===== config.mk =====
export PLATFORM = sky130hd
export DESIGN_NAME = pipeline_hazard_controller_flat
export DESIGN_NICKNAME = d
export VERILOG_FILES = /design/src/rtl/pipeline_hazard_controller_pkg.sv /design/src/rtl/pipeline_hazard_controller_if.sv /design/src/rtl/pipeline_hazard_controller_hazard_detector.sv /design/src/rtl/pipeline_hazard_controller.sv /design/src/flat_wrapper.sv
export SDC_FILE = /design/constraint.sdc
export NUM_CORES = 1
export LEC_CHECK = 0
export ABC_AREA = 0
export CAP_MARGIN = 20
export CORE_MARGIN = 8
export CORE_UTILIZATION = 52
export CTS_CLUSTER_SIZE = 40
export DETAILED_ROUTE_END_ITERATION = 7
export GPL_TIMING_DRIVEN = 1
export HOLD_SLACK_MARGIN = 0.08
export MAX_ROUTING_LAYER = met4
export PLACE_DENSITY_LB_ADDON = 0.1
export SLEW_MARGIN = 20
export SYNTH_ARGS = -nofsm -noshare
export SYNTH_HDL_FRONTEND = slang
export SYNTH_SLANG_ARGS = --single-unit

===== constraint.sdc =====
create_clock -name clk -period 6.25 [get_ports clk]
set_clock_uncertainty 0.2 [all_clocks]
set_input_delay 1.25 -clock clk [delete_from_list [all_inputs] [get_ports clk]]
set_output_delay 1.25 -clock clk [all_outputs]
set_load 0.02 [all_outputs]

===== src/rtl/pipeline_hazard_controller_pkg.sv =====
// Shared types and constants for the pipeline hazard controller and its helpers.
// Holds the register-index width, FSM state encodings and the ID/EX bubble value.
package pipeline_hazard_controller_pkg;

    localparam int REGISTER_INDEX_WIDTH = 5;

    typedef enum logic [1:0] {
        RUN      = 2'd0,
        MUL_WAIT = 2'd1,
        MEM_WAIT = 2'd2
    } state_t;

    // Control fields that a flushed ID/EX register must carry so the bubble is harmless.
    typedef struct packed {
        logic reg_write;
        logic mem_to_reg;
    } id_ex_ctrl_t;

    function automatic id_ex_ctrl_t id_ex_bubble();
        id_ex_ctrl_t bubble;
        bubble.reg_write  = 1'b0;
        bubble.mem_to_reg = 1'b0;
        return bubble;
    endfunction

endpackage


===== src/rtl/pipeline_hazard_controller_if.sv =====
// Bundle between the pipeline datapath (master) and the hazard controller (slave):
// hazard-relevant pipeline status in, stall/flush controls and the stall counter out.
interface pipeline_hazard_controller_if #(
    parameter int REGISTER_INDEX_WIDTH = pipeline_hazard_controller_pkg::REGISTER_INDEX_WIDTH,
    parameter int COUNTER_WIDTH        = 32
);

    logic [REGISTER_INDEX_WIDTH-1:0] id_rs1;
    logic [REGISTER_INDEX_WIDTH-1:0] id_rs2;
    logic                            id_uses_rs1;
    logic                            id_uses_rs2;
    logic [REGISTER_INDEX_WIDTH-1:0] ex_destination_register;
    logic                            ex_mem_to_reg;
    logic                            ex_reg_write;
    logic                            ex_is_mul;
    logic                            ex_branch_taken;
    logic                            mem_cache_miss;

    logic                            if_stall;
    logic                            id_stall;
    logic                            ex_stall;
    logic                            if_id_flush;
    logic                            id_ex_flush;
    logic                            mul_busy;
    logic [COUNTER_WIDTH-1:0]        stall_cycles;

    modport master (
        output id_rs1, id_rs2, id_uses_rs1, id_uses_rs2,
               ex_destination_register, ex_mem_to_reg, ex_reg_write,
               ex_is_mul, ex_branch_taken, mem_cache_miss,
        input  if_stall, id_stall, ex_stall, if_id_flush, id_ex_flush,
               mul_busy, stall_cycles
    );

    modport slave (
        input  id_rs1, id_rs2, id_uses_rs1, id_uses_rs2,
               ex_destination_register, ex_mem_to_reg, ex_reg_write,
               ex_is_mul, ex_branch_taken, mem_cache_miss,
        output if_stall, id_stall, ex_stall, if_id_flush, id_ex_flush,
               mul_busy, stall_cycles
    );

endinterface


===== src/rtl/pipeline_hazard_controller_hazard_detector.sv =====
// Combinational load-use detector: a load in EX whose destination is read by ID.
// Kept standalone so a forwarding unit can reuse the same compare.
module pipeline_hazard_controller_hazard_detector #(
    parameter int REGISTER_INDEX_WIDTH = pipeline_hazard_controller_pkg::REGISTER_INDEX_WIDTH
) (
    input  logic [REGISTER_INDEX_WIDTH-1:0] id_rs1,
    input  logic [REGISTER_INDEX_WIDTH-1:0] id_rs2,
    input  logic                            id_uses_rs1,
    input  logic                            id_uses_rs2,
    input  logic [REGISTER_INDEX_WIDTH-1:0] ex_destination_register,
    input  logic                            ex_mem_to_reg,
    input  logic                            ex_reg_write,
    output logic                            load_use
);

    logic ex_loads_reg;
    logic rs1_hit;
    logic rs2_hit;

    // x0 is hard-wired to zero, so a load targeting it can never feed a consumer.
    assign ex_loads_reg = ex_mem_to_reg && ex_reg_write && (ex_destination_register != '0);
    assign rs1_hit      = id_uses_rs1 && (id_rs1 == ex_destination_register);
    assign rs2_hit      = id_uses_rs2 && (id_rs2 == ex_destination_register);
    assign load_use     = ex_loads_reg && (rs1_hit || rs2_hit);

endmodule


===== src/rtl/pipeline_hazard_controller.sv =====
// Stall/flush sequencer for the in-order pipeline: cache-miss freeze, multi-cycle
// multiply occupancy of EX, load-use bubbles and taken-branch flushes, plus a stall counter.
module pipeline_hazard_controller #(
    parameter int REGISTER_INDEX_WIDTH = pipeline_hazard_controller_pkg::REGISTER_INDEX_WIDTH,
    parameter int MUL_LATENCY          = 4,
    parameter int COUNTER_WIDTH        = 32
) (
    input  logic                        clk,
    input  logic                        rst,
    pipeline_hazard_controller_if.slave bus
);

    import pipeline_hazard_controller_pkg::state_t;
    import pipeline_hazard_controller_pkg::RUN;
    import pipeline_hazard_controller_pkg::MUL_WAIT;
    import pipeline_hazard_controller_pkg::MEM_WAIT;

    // Last value mul_count reaches; the cycle that reaches it is the final stall cycle.
    localparam logic [3:0] MUL_LAST = 4'(MUL_LATENCY - 1);

    state_t                   state;
    logic [3:0]               mul_count;
    logic                     mul_done;
    logic                     mul_return;
    logic [COUNTER_WIDTH-1:0] stall_cycles;

    logic                     load_use;
    logic                     miss_active;
    logic                     mul_start;
    logic                     mul_active;
    logic [3:0]               mul_count_next;

    logic                     if_stall;
    logic                     id_stall;
    logic                     ex_stall;
    logic                     if_id_flush;
    logic                     id_ex_flush;
    logic                     mul_busy;

    pipeline_hazard_controller_hazard_detector #(
        .REGISTER_INDEX_WIDTH(REGISTER_INDEX_WIDTH)
    ) u_hazard_detector (
        .id_rs1                 (bus.id_rs1),
        .id_rs2                 (bus.id_rs2),
        .id_uses_rs1            (bus.id_uses_rs1),
        .id_uses_rs2            (bus.id_uses_rs2),
        .ex_destination_register(bus.ex_destination_register),
        .ex_mem_to_reg          (bus.ex_mem_to_reg),
        .ex_reg_write           (bus.ex_reg_write),
        .load_use               (load_use)
    );

    always_comb begin
        miss_active    = bus.mem_cache_miss || (state == MEM_WAIT);
        mul_start      = (state == RUN) && bus.ex_is_mul && !mul_done;
        mul_active     = (state == MUL_WAIT) || mul_start;
        mul_count_next = mul_count + 4'd1;
    end

    always_comb begin
        // NOTE: every output gets a default before any branch, so no path can infer a latch.
        if_stall    = 1'b0;
        id_stall    = 1'b0;
        ex_stall    = 1'b0;
        if_id_flush = 1'b0;
        id_ex_flush = 1'b0;
        mul_busy    = 1'b0;
        if (!rst) begin
            if (miss_active || mul_active) begin
                if_stall = 1'b1;
                id_stall = 1'b1;
                ex_stall = 1'b1;
            end else if (bus.ex_branch_taken) begin
                // The ID instruction is squashed, so a coincident load-use needs no stall.
                if_id_flush = 1'b1;
                id_ex_flush = 1'b1;
            end else if (load_use) begin
                if_stall    = 1'b1;
                id_stall    = 1'b1;
                id_ex_flush = 1'b1;
            end
            mul_busy = (state == MUL_WAIT)
                    || ((state == MEM_WAIT) && mul_return)
                    || (mul_start && !bus.mem_cache_miss);
        end
    end

    // NOTE: state is updated with non-blocking assignments only, so every read sees pre-edge values.
    always_ff @(posedge clk) begin
        if (rst) begin
            state        <= RUN;
            mul_count    <= 4'd0;
            mul_done     <= 1'b0;
            mul_return   <= 1'b0;
            stall_cycles <= '0;
        end else begin
            if (if_stall && (stall_cycles != '1)) begin
                stall_cycles <= stall_cycles + COUNTER_WIDTH'(1);
            end
            // Once EX advances the finished multiply has left, so a new one may start.
            if (!ex_stall) begin
                mul_done <= 1'b0;
            end
            case (state)
                RUN: begin
                    if (bus.mem_cache_miss) begin
                        state      <= MEM_WAIT;
                        mul_return <= 1'b0;
                    end else if (mul_start) begin
                        if (mul_count_next == MUL_LAST) begin
                            state     <= RUN;
                            mul_count <= 4'd0;
                            mul_done  <= 1'b1;
                        end else begin
                            state     <= MUL_WAIT;
                            mul_count <= mul_count_next;
                        end
                    end
                end
                MUL_WAIT: begin
                    if (bus.mem_cache_miss) begin
                        state      <= MEM_WAIT;
                        mul_return <= 1'b1;
                    end else if (mul_count_next == MUL_LAST) begin
                        state     <= RUN;
                        mul_count <= 4'd0;
                        mul_done  <= 1'b1;
                    end else begin
                        mul_count <= mul_count_next;
                    end
                end
                MEM_WAIT: begin
                    if (!bus.mem_cache_miss) begin
                        state <= mul_return ? MUL_WAIT : RUN;
                    end
                end
                default: state <= RUN;
            endcase
        end
    end

    assign bus.if_stall     = if_stall;
    assign bus.id_stall     = id_stall;
    assign bus.ex_stall     = ex_stall;
    assign bus.if_id_flush  = if_id_flush;
    assign bus.id_ex_flush  = id_ex_flush;
    assign bus.mul_busy     = mul_busy;
    assign bus.stall_cycles = stall_cycles;

endmodule


===== src/flat_wrapper.sv =====
// flat-port wrapper written by rule: the top's interface ports become plain ports
module pipeline_hazard_controller_flat import pipeline_hazard_controller_pkg::state_t; import pipeline_hazard_controller_pkg::RUN; import pipeline_hazard_controller_pkg::MUL_WAIT; import pipeline_hazard_controller_pkg::MEM_WAIT;
#(
    parameter int REGISTER_INDEX_WIDTH = pipeline_hazard_controller_pkg::REGISTER_INDEX_WIDTH,
    parameter int MUL_LATENCY          = 4,
    parameter int COUNTER_WIDTH        = 32
)
  (clk, rst, bus_id_rs1, bus_id_rs2, bus_id_uses_rs1, bus_id_uses_rs2, bus_ex_destination_register, bus_ex_mem_to_reg, bus_ex_reg_write, bus_ex_is_mul, bus_ex_branch_taken, bus_mem_cache_miss, bus_if_stall, bus_id_stall, bus_ex_stall, bus_if_id_flush, bus_id_ex_flush, bus_mul_busy, bus_stall_cycles);
  pipeline_hazard_controller_if #(.REGISTER_INDEX_WIDTH(REGISTER_INDEX_WIDTH), .COUNTER_WIDTH(COUNTER_WIDTH)) bus_i ();
  input  logic clk;
  input  logic rst;
  input wire logic [$bits(bus_i.id_rs1)-1:0] bus_id_rs1;
  input wire logic [$bits(bus_i.id_rs2)-1:0] bus_id_rs2;
  input wire logic [$bits(bus_i.id_uses_rs1)-1:0] bus_id_uses_rs1;
  input wire logic [$bits(bus_i.id_uses_rs2)-1:0] bus_id_uses_rs2;
  input wire logic [$bits(bus_i.ex_destination_register)-1:0] bus_ex_destination_register;
  input wire logic [$bits(bus_i.ex_mem_to_reg)-1:0] bus_ex_mem_to_reg;
  input wire logic [$bits(bus_i.ex_reg_write)-1:0] bus_ex_reg_write;
  input wire logic [$bits(bus_i.ex_is_mul)-1:0] bus_ex_is_mul;
  input wire logic [$bits(bus_i.ex_branch_taken)-1:0] bus_ex_branch_taken;
  input wire logic [$bits(bus_i.mem_cache_miss)-1:0] bus_mem_cache_miss;
  output wire logic [$bits(bus_i.if_stall)-1:0] bus_if_stall;
  output wire logic [$bits(bus_i.id_stall)-1:0] bus_id_stall;
  output wire logic [$bits(bus_i.ex_stall)-1:0] bus_ex_stall;
  output wire logic [$bits(bus_i.if_id_flush)-1:0] bus_if_id_flush;
  output wire logic [$bits(bus_i.id_ex_flush)-1:0] bus_id_ex_flush;
  output wire logic [$bits(bus_i.mul_busy)-1:0] bus_mul_busy;
  output wire logic [$bits(bus_i.stall_cycles)-1:0] bus_stall_cycles;
  assign bus_i.id_rs1 = bus_id_rs1;
  assign bus_i.id_rs2 = bus_id_rs2;
  assign bus_i.id_uses_rs1 = bus_id_uses_rs1;
  assign bus_i.id_uses_rs2 = bus_id_uses_rs2;
  assign bus_i.ex_destination_register = bus_ex_destination_register;
  assign bus_i.ex_mem_to_reg = bus_ex_mem_to_reg;
  assign bus_i.ex_reg_write = bus_ex_reg_write;
  assign bus_i.ex_is_mul = bus_ex_is_mul;
  assign bus_i.ex_branch_taken = bus_ex_branch_taken;
  assign bus_i.mem_cache_miss = bus_mem_cache_miss;
  assign bus_if_stall = bus_i.if_stall;
  assign bus_id_stall = bus_i.id_stall;
  assign bus_ex_stall = bus_i.ex_stall;
  assign bus_if_id_flush = bus_i.if_id_flush;
  assign bus_id_ex_flush = bus_i.id_ex_flush;
  assign bus_mul_busy = bus_i.mul_busy;
  assign bus_stall_cycles = bus_i.stall_cycles;
  pipeline_hazard_controller #(.REGISTER_INDEX_WIDTH(REGISTER_INDEX_WIDTH), .MUL_LATENCY(MUL_LATENCY), .COUNTER_WIDTH(COUNTER_WIDTH)) u_core (.clk(clk), .rst(rst), .bus(bus_i));
endmodule

## After elaboration in Yosys (flattened, before gate mapping)

Cells that the tools add are included.

- Word-level logic and storage cells: 80
- Register bits after elaboration: 40
- Bits of input ports: 24

- Reduce and logical (&&, ||, !) cells: 24
- Add/sub/neg operators: 2
- Equality and inequality tests: 14
- Muxes and demuxes: 35

Operators with widths:

| cell | count |
|---|---|
| 32-bit by 1-bit adder with 32-bit output (second input constant) | 1 |
| 32-bit inequality test (second input constant) | 1 |
| 1-bit two-way mux | 22 |
| 4-bit two-way mux | 4 |
| 5-bit == test | 2 |
| 1-bit logical AND | 10 |
| 2-bit two-way mux | 5 |
| 2-bit inequality test (second input constant) | 5 |
| 4-bit one-hot mux with 2 select lines | 1 |
| 1-bit logical OR | 6 |
| 2-bit one-hot mux with 3 select lines | 1 |
| 3-bit AND reduction | 2 |
| 5-bit nonzero test | 1 |
| 4-bit by 1-bit adder with 4-bit output (second input constant) | 1 |
| 4-bit by 2-bit == test with 1-bit output (second input constant) | 1 |
| 1-bit one-hot mux with 2 select lines | 2 |
| 4-bit AND reduction | 1 |
| 3-bit by 2-bit inequality test with 1-bit output (second input constant) | 1 |
| 3-bit inequality test (second input constant) | 1 |
| 2-bit by 1-bit == test with 1-bit output (second input constant) | 1 |
| 2-bit == test (second input constant) | 1 |
| 1-bit logical NOT | 2 |
| 2-bit logical NOT | 1 |
| 2-bit by 1-bit inequality test with 1-bit output (second input constant) | 1 |
| 2-bit nonzero test | 1 |

## Depth between registers and ports, before layout

- Depth after elaboration: 12
- Mapped depth: 10
- Gate-level depth less buffers: 8

## Hierarchy

Synthesis repeated with hierarchy kept, for this count alone.

- Cell total of the unflattened synthesis: 290
- Area total of the unflattened synthesis: 2479.9 sq um

By module, submodules not included:

| module | seq. area each (sq um) | cells each | times used | area an instance (sq um) |
|---|---|---|---|---|
| pipeline_hazard_controller | 800.8 | 273 | 1 | 2344.7 |
| pipeline_hazard_controller_hazard_detector | 0.0 | 17 | 1 | 135.1 |

## Worst setup path after synthesis

OpenSTA, ideal clock, no wires.

- Path kind: input-to-output
- From: input bus_ex_is_mul
- To: output bus_if_stall
- Path buffers: 2
- Setup slack: 1.727 ns
- Stages: 6
- Data arrival time: 3.073 ns
- Data required time: 4.800 ns
- Cell sequence: nand2b_1 -> nor2b_1 -> a211oi_1 -> a31o_2 -> buf_1 -> buf_4

- Word-level cells in the longest chain between the ends: 6

Ends and longest elaborated chain:

| what | RTL line | text |
|---|---|---|
| start: declaration | flat_wrapper.sv:19 | `input wire logic [$bits(bus_i.ex_is_mul)-1:0] bus_ex_is_mul;` |
| 1-bit logical AND (2 in series) | pipeline_hazard_controller.sv:55 | `mul_start = (state == RUN) && bus.ex_is_mul && !mul_done;` |
| 1-bit logical OR | pipeline_hazard_controller.sv:56 | `mul_active = (state == MUL_WAIT) \|\| mul_start;` |
| 1-bit logical OR | pipeline_hazard_controller.sv:69 | `if (miss_active \|\| mul_active) begin` |
| 1-bit two-way mux (2 in series) | - |  |
| end: declaration | flat_wrapper.sv:22 | `output wire logic [$bits(bus_i.if_stall)-1:0] bus_if_stall;` |

No other way between the ends.

## Worst setup path after layout

- From: input bus_mem_cache_miss
- To: output bus_if_stall

- Word-level cells in the longest chain between the ends: 4

Ends and longest elaborated chain:

| what | RTL line | text |
|---|---|---|
| start: declaration | flat_wrapper.sv:21 | `input wire logic [$bits(bus_i.mem_cache_miss)-1:0] bus_mem_cache_miss;` |
| 1-bit logical OR | pipeline_hazard_controller.sv:54 | `miss_active = bus.mem_cache_miss \|\| (state == MEM_WAIT);` |
| 1-bit logical OR | pipeline_hazard_controller.sv:69 |  |
| 1-bit two-way mux | pipeline_hazard_controller.sv:69 |  |
| 1-bit two-way mux | pipeline_hazard_controller.sv:68 | `if (!rst) begin` |

No other way between the ends.

==> results.sh <==
export IMPL_outcome="finished, final reports clean"
export IMPL_dr_total_vias=2084
export IMPL_drt_iter0_drc=131
export IMPL_multi_input_comb_area_um2=1319
export IMPL_core_area_um2=4058
export IMPL_setup_repair_after_global_routing_missed_its_margin="false"
export IMPL_routed_via_density=5.427
export IMPL_post_cts_resize_count=0
export IMPL_final_max_slew_viol_count=0
export IMPL_seq_cell_area_um2=800.8
export IMPL_highest_clock_frequency_the_design_can_meet_mhz=195.2
export IMPL_final_setup_worst_slack_ns=1.127
export IMPL_num_nets_final=360
export IMPL_synth_yosys_warnings=0
export IMPL_setup_tns_final_ns=0
export IMPL_crit_path_top_delay_cell="clkdlybuf4s50_1"
export IMPL_synth_edf_count=0
export IMPL_synth_compound_gate_area_share=0.1052
export IMPL_total_number_of_placement_rows=23
export IMPL_cts_inserted_buffers=5
export IMPL_critPathMaxFanout=25
export IMPL_cp_common_cell="clkdlybuf4s50_1"
export IMPL_dp_final_hpwl_mm=3.897
export IMPL_area_growth_synth_to_final_pct=31.84
export IMPL_crit_path_end_kind="primary output"
export IMPL_htree_levels=2
export IMPL_worst_path_largest_cell_delay_ns=0.72
export IMPL_hold_depth=2
export IMPL_totalWireLength_mm=5.343
export IMPL_worst_r2r_path_depth=7
export IMPL_synth_area_mux_share=0.004525
export IMPL_worstReg2RegStart="u_core.mul_done"
export IMPL_start_kind="input pin"
export IMPL_worstHoldStart="u_core.mul_done"
export IMPL_fillCellCount=356
export IMPL_post_synth_xor_area_fraction=0.1386
export IMPL_cp_arrival_ns=3.67
export IMPL_synth_lib_cells_used_distinct=45
export IMPL_grt_first_pass_wirelength_mm=8.880
export IMPL_insertedDiodeCount=0
export IMPL_tcrit_tclk_final=0.8197
export IMPL_cp_buffers_inverters=2
export IMPL_utilization=0.7188
export IMPL_synth_top_family_by_area="simple AND/OR/NAND/NOR gates"
export IMPL_r2r_slack_ns=3.35
export IMPL_synth_area_per_cell_um2=7.986
export IMPL_power_per_cell_area_nw_per_um2=174.5
export IMPL_holdBufCountCts=0
export IMPL_setup_viol=0
export IMPL_report_final_hold_viol_count=0
export IMPL_die_width_um=81.23
export IMPL_ys_seq_elements=40
export IMPL_cts_buffer_depth=2
export IMPL_antenna_violating_nets_post_route=0
export IMPL_io_pin_count=62
export IMPL_dieArea_um2=6598
export IMPL_cts_tree="built"
export IMPL_finalCriticalPeriod_ns=5.123
export IMPL_maxSlewHeadroom=0.6263
export IMPL_drv_cap=0
export IMPL_cp_cell_sequence="clkdlybuf4s50_1 > nor2_1 > a211oi_1 > a31o_2 > clkdlybuf4s50_1"
export IMPL_synth_adder_area_share=0.01697
export IMPL_wire_per_inst_um=13.91
export IMPL_predominant_post_synthesis_flop_cell="dfxtp_1"
export IMPL_timing_worst_setup_path_type="in -> out"
export IMPL_regToRegEndpoint="u_core.bus.stall_cycles[29]"
export IMPL_clock_sinks=40
export IMPL_worst_slew_pin_transition_ns=0.5605
export IMPL_start_util=0.5452
export IMPL_power_ir_vdd_worst_mv=0.1242
export IMPL_synthesis_instances=277
export IMPL_layout_drive_gt1_share=0.04192
export IMPL_first_pass_iters=4
export IMPL_post_cts_setup_buffer_count=0
export IMPL_cts_root_buffer_cell="clkbuf_8"
export IMPL_clkSlewWorstSetupHoldPaths_ns=0.08
export IMPL_synthArstFlopShare=0
export IMPL_synth_fp_nets=304
export IMPL_worstHoldPathType="reg -> reg"
export IMPL_timing_hold_worst_endpoint="u_core.mul_done"
export IMPL_power_static_leakage_uw=0.0009882
export IMPL_drc=0
export IMPL_most_common_layout_cells="clkdlybuf4s50_1, nor2_1, dfxtp_1"
export IMPL_number_of_global_route_vias_before_repair=1868
export IMPL_antenna_violations_before_repair=0
export IMPL_ys_seq_area_frac=0.3620
export IMPL_die_height_um=81.23
export IMPL_final_common_cell="clkdlybuf4s50_1"
export IMPL_dpl_worst_slack_ns=1.173
export IMPL_global_route_overflow_total=0
export IMPL_critical_path_top_delay_family="buffers and inverters"
export IMPL_grt_start_max_net_pins=44
export IMPL_grtUsageTotal=0.1709
export IMPL_place_port_buffers=61
export IMPL_synth_cell_area_um2=2212
export IMPL_critical_path_required_ns=4.80
export IMPL_post_synth_and_or_nand_nor_area_fraction=0.3309
export IMPL_routabilityCongestion=0.8432
export IMPL_clock_insertion_delay_worst_skew_ns=0.29
## synthesized netlist by cell type (3+ instances only)
| cell type | n | area (um^2) |
|---|---|---|
| nand2_1 | 21 | 78.83 |
| and3_1 | 7 | 43.79 |
| nor2_1 | 46 | 172.7 |
| nor3_1 | 8 | 40.04 |
| nand4_1 | 9 | 56.30 |
| o31ai_1 | 5 | 37.54 |
| buf_1 | 3 | 11.26 |
| nand3_1 | 26 | 130.1 |
| a21oi_1 | 12 | 60.06 |
| or3_1 | 4 | 25.02 |
| dfxtp_1 | 40 | 800.8 |
| xor2_1 | 21 | 183.9 |
| clkbuf_1 | 5 | 18.77 |
| ha_1 | 3 | 37.54 |
| or4_1 | 3 | 22.52 |
| nor2b_1 | 4 | 25.02 |
| inv_1 | 6 | 22.52 |
| nand2b_1 | 4 | 25.02 |
| o21ai_0 | 8 | 40.04 |
| xnor2_1 | 14 | 122.6 |
## layout make-up
type,instances,area share
flip-flops and latches,40,0.2746
well taps,50,0.02145
clock inverters,1,0.002574
multi-input cells,218,0.4522
repair buffers,62,0.2119
inverters,6,0.007722
clock buffers,7,0.02960
## stage by stage
stage,total power (uW),instance area (um^2),hold WS [ns],std cells
final,508.9,2917,0.3033,384
after detailed placement,334.5,2823,0.2913,376
after global placement,333.9,2823,0.2756,376
after floorplan,305.1,2212,0.2585,277
after CTS,513.8,2917,0.3055,384
after global routing,533.1,2917,0.3454,384
## metal layers
metal  wire [um]  up-vias  track usage
li1            -     1073            -
met1        2502      953       0.2146
met2        2514       52       0.2582
met3         273        6      0.04305
met4          53        0      0.06250
met5           0        -            -
## registers in the layout, summed over array words and instances, names as in the netlist
register                 count
u_core.bus.stall_cycles     32
u_core.mul_count             4
u_core.state                 2
u_core.mul_done              1
u_core.mul_return            1
## tightest hold or removal path, delay by kind of cell (launching register included)
kind               cells  cell delay [ns]
AOI/OAI and AO/OA      2             0.13
DFF                    1             0.32
## report_power, final
part / switching, uW / internal, uW
clock: 90.5 / 89.7
sequential: 4.60 / 258
combinational: 33.0 / 32.8
## cell families after synthesis
kind of cell,Yosys count
compound gates,37
simple gates,142
fa+ha+maj,3
flops,40
mux,1
xor+xnor,35
buf+inv,19
## how the worst max path moves through the flow
stage                            start           end  slack (ns)  cells past startpoint
floorplan                bus_ex_is_mul  bus_if_stall        1.73                      6
detailed placement  bus_mem_cache_miss  bus_if_stall        1.17                      5
global placement    bus_mem_cache_miss  bus_if_stall        1.21                      5
CTS                 bus_mem_cache_miss  bus_if_stall        1.15                      5
finish              bus_mem_cache_miss  bus_if_stall        1.13                      5
global route        bus_mem_cache_miss  bus_if_stall        0.99                      5
Power figures use the tool's default switching activity.
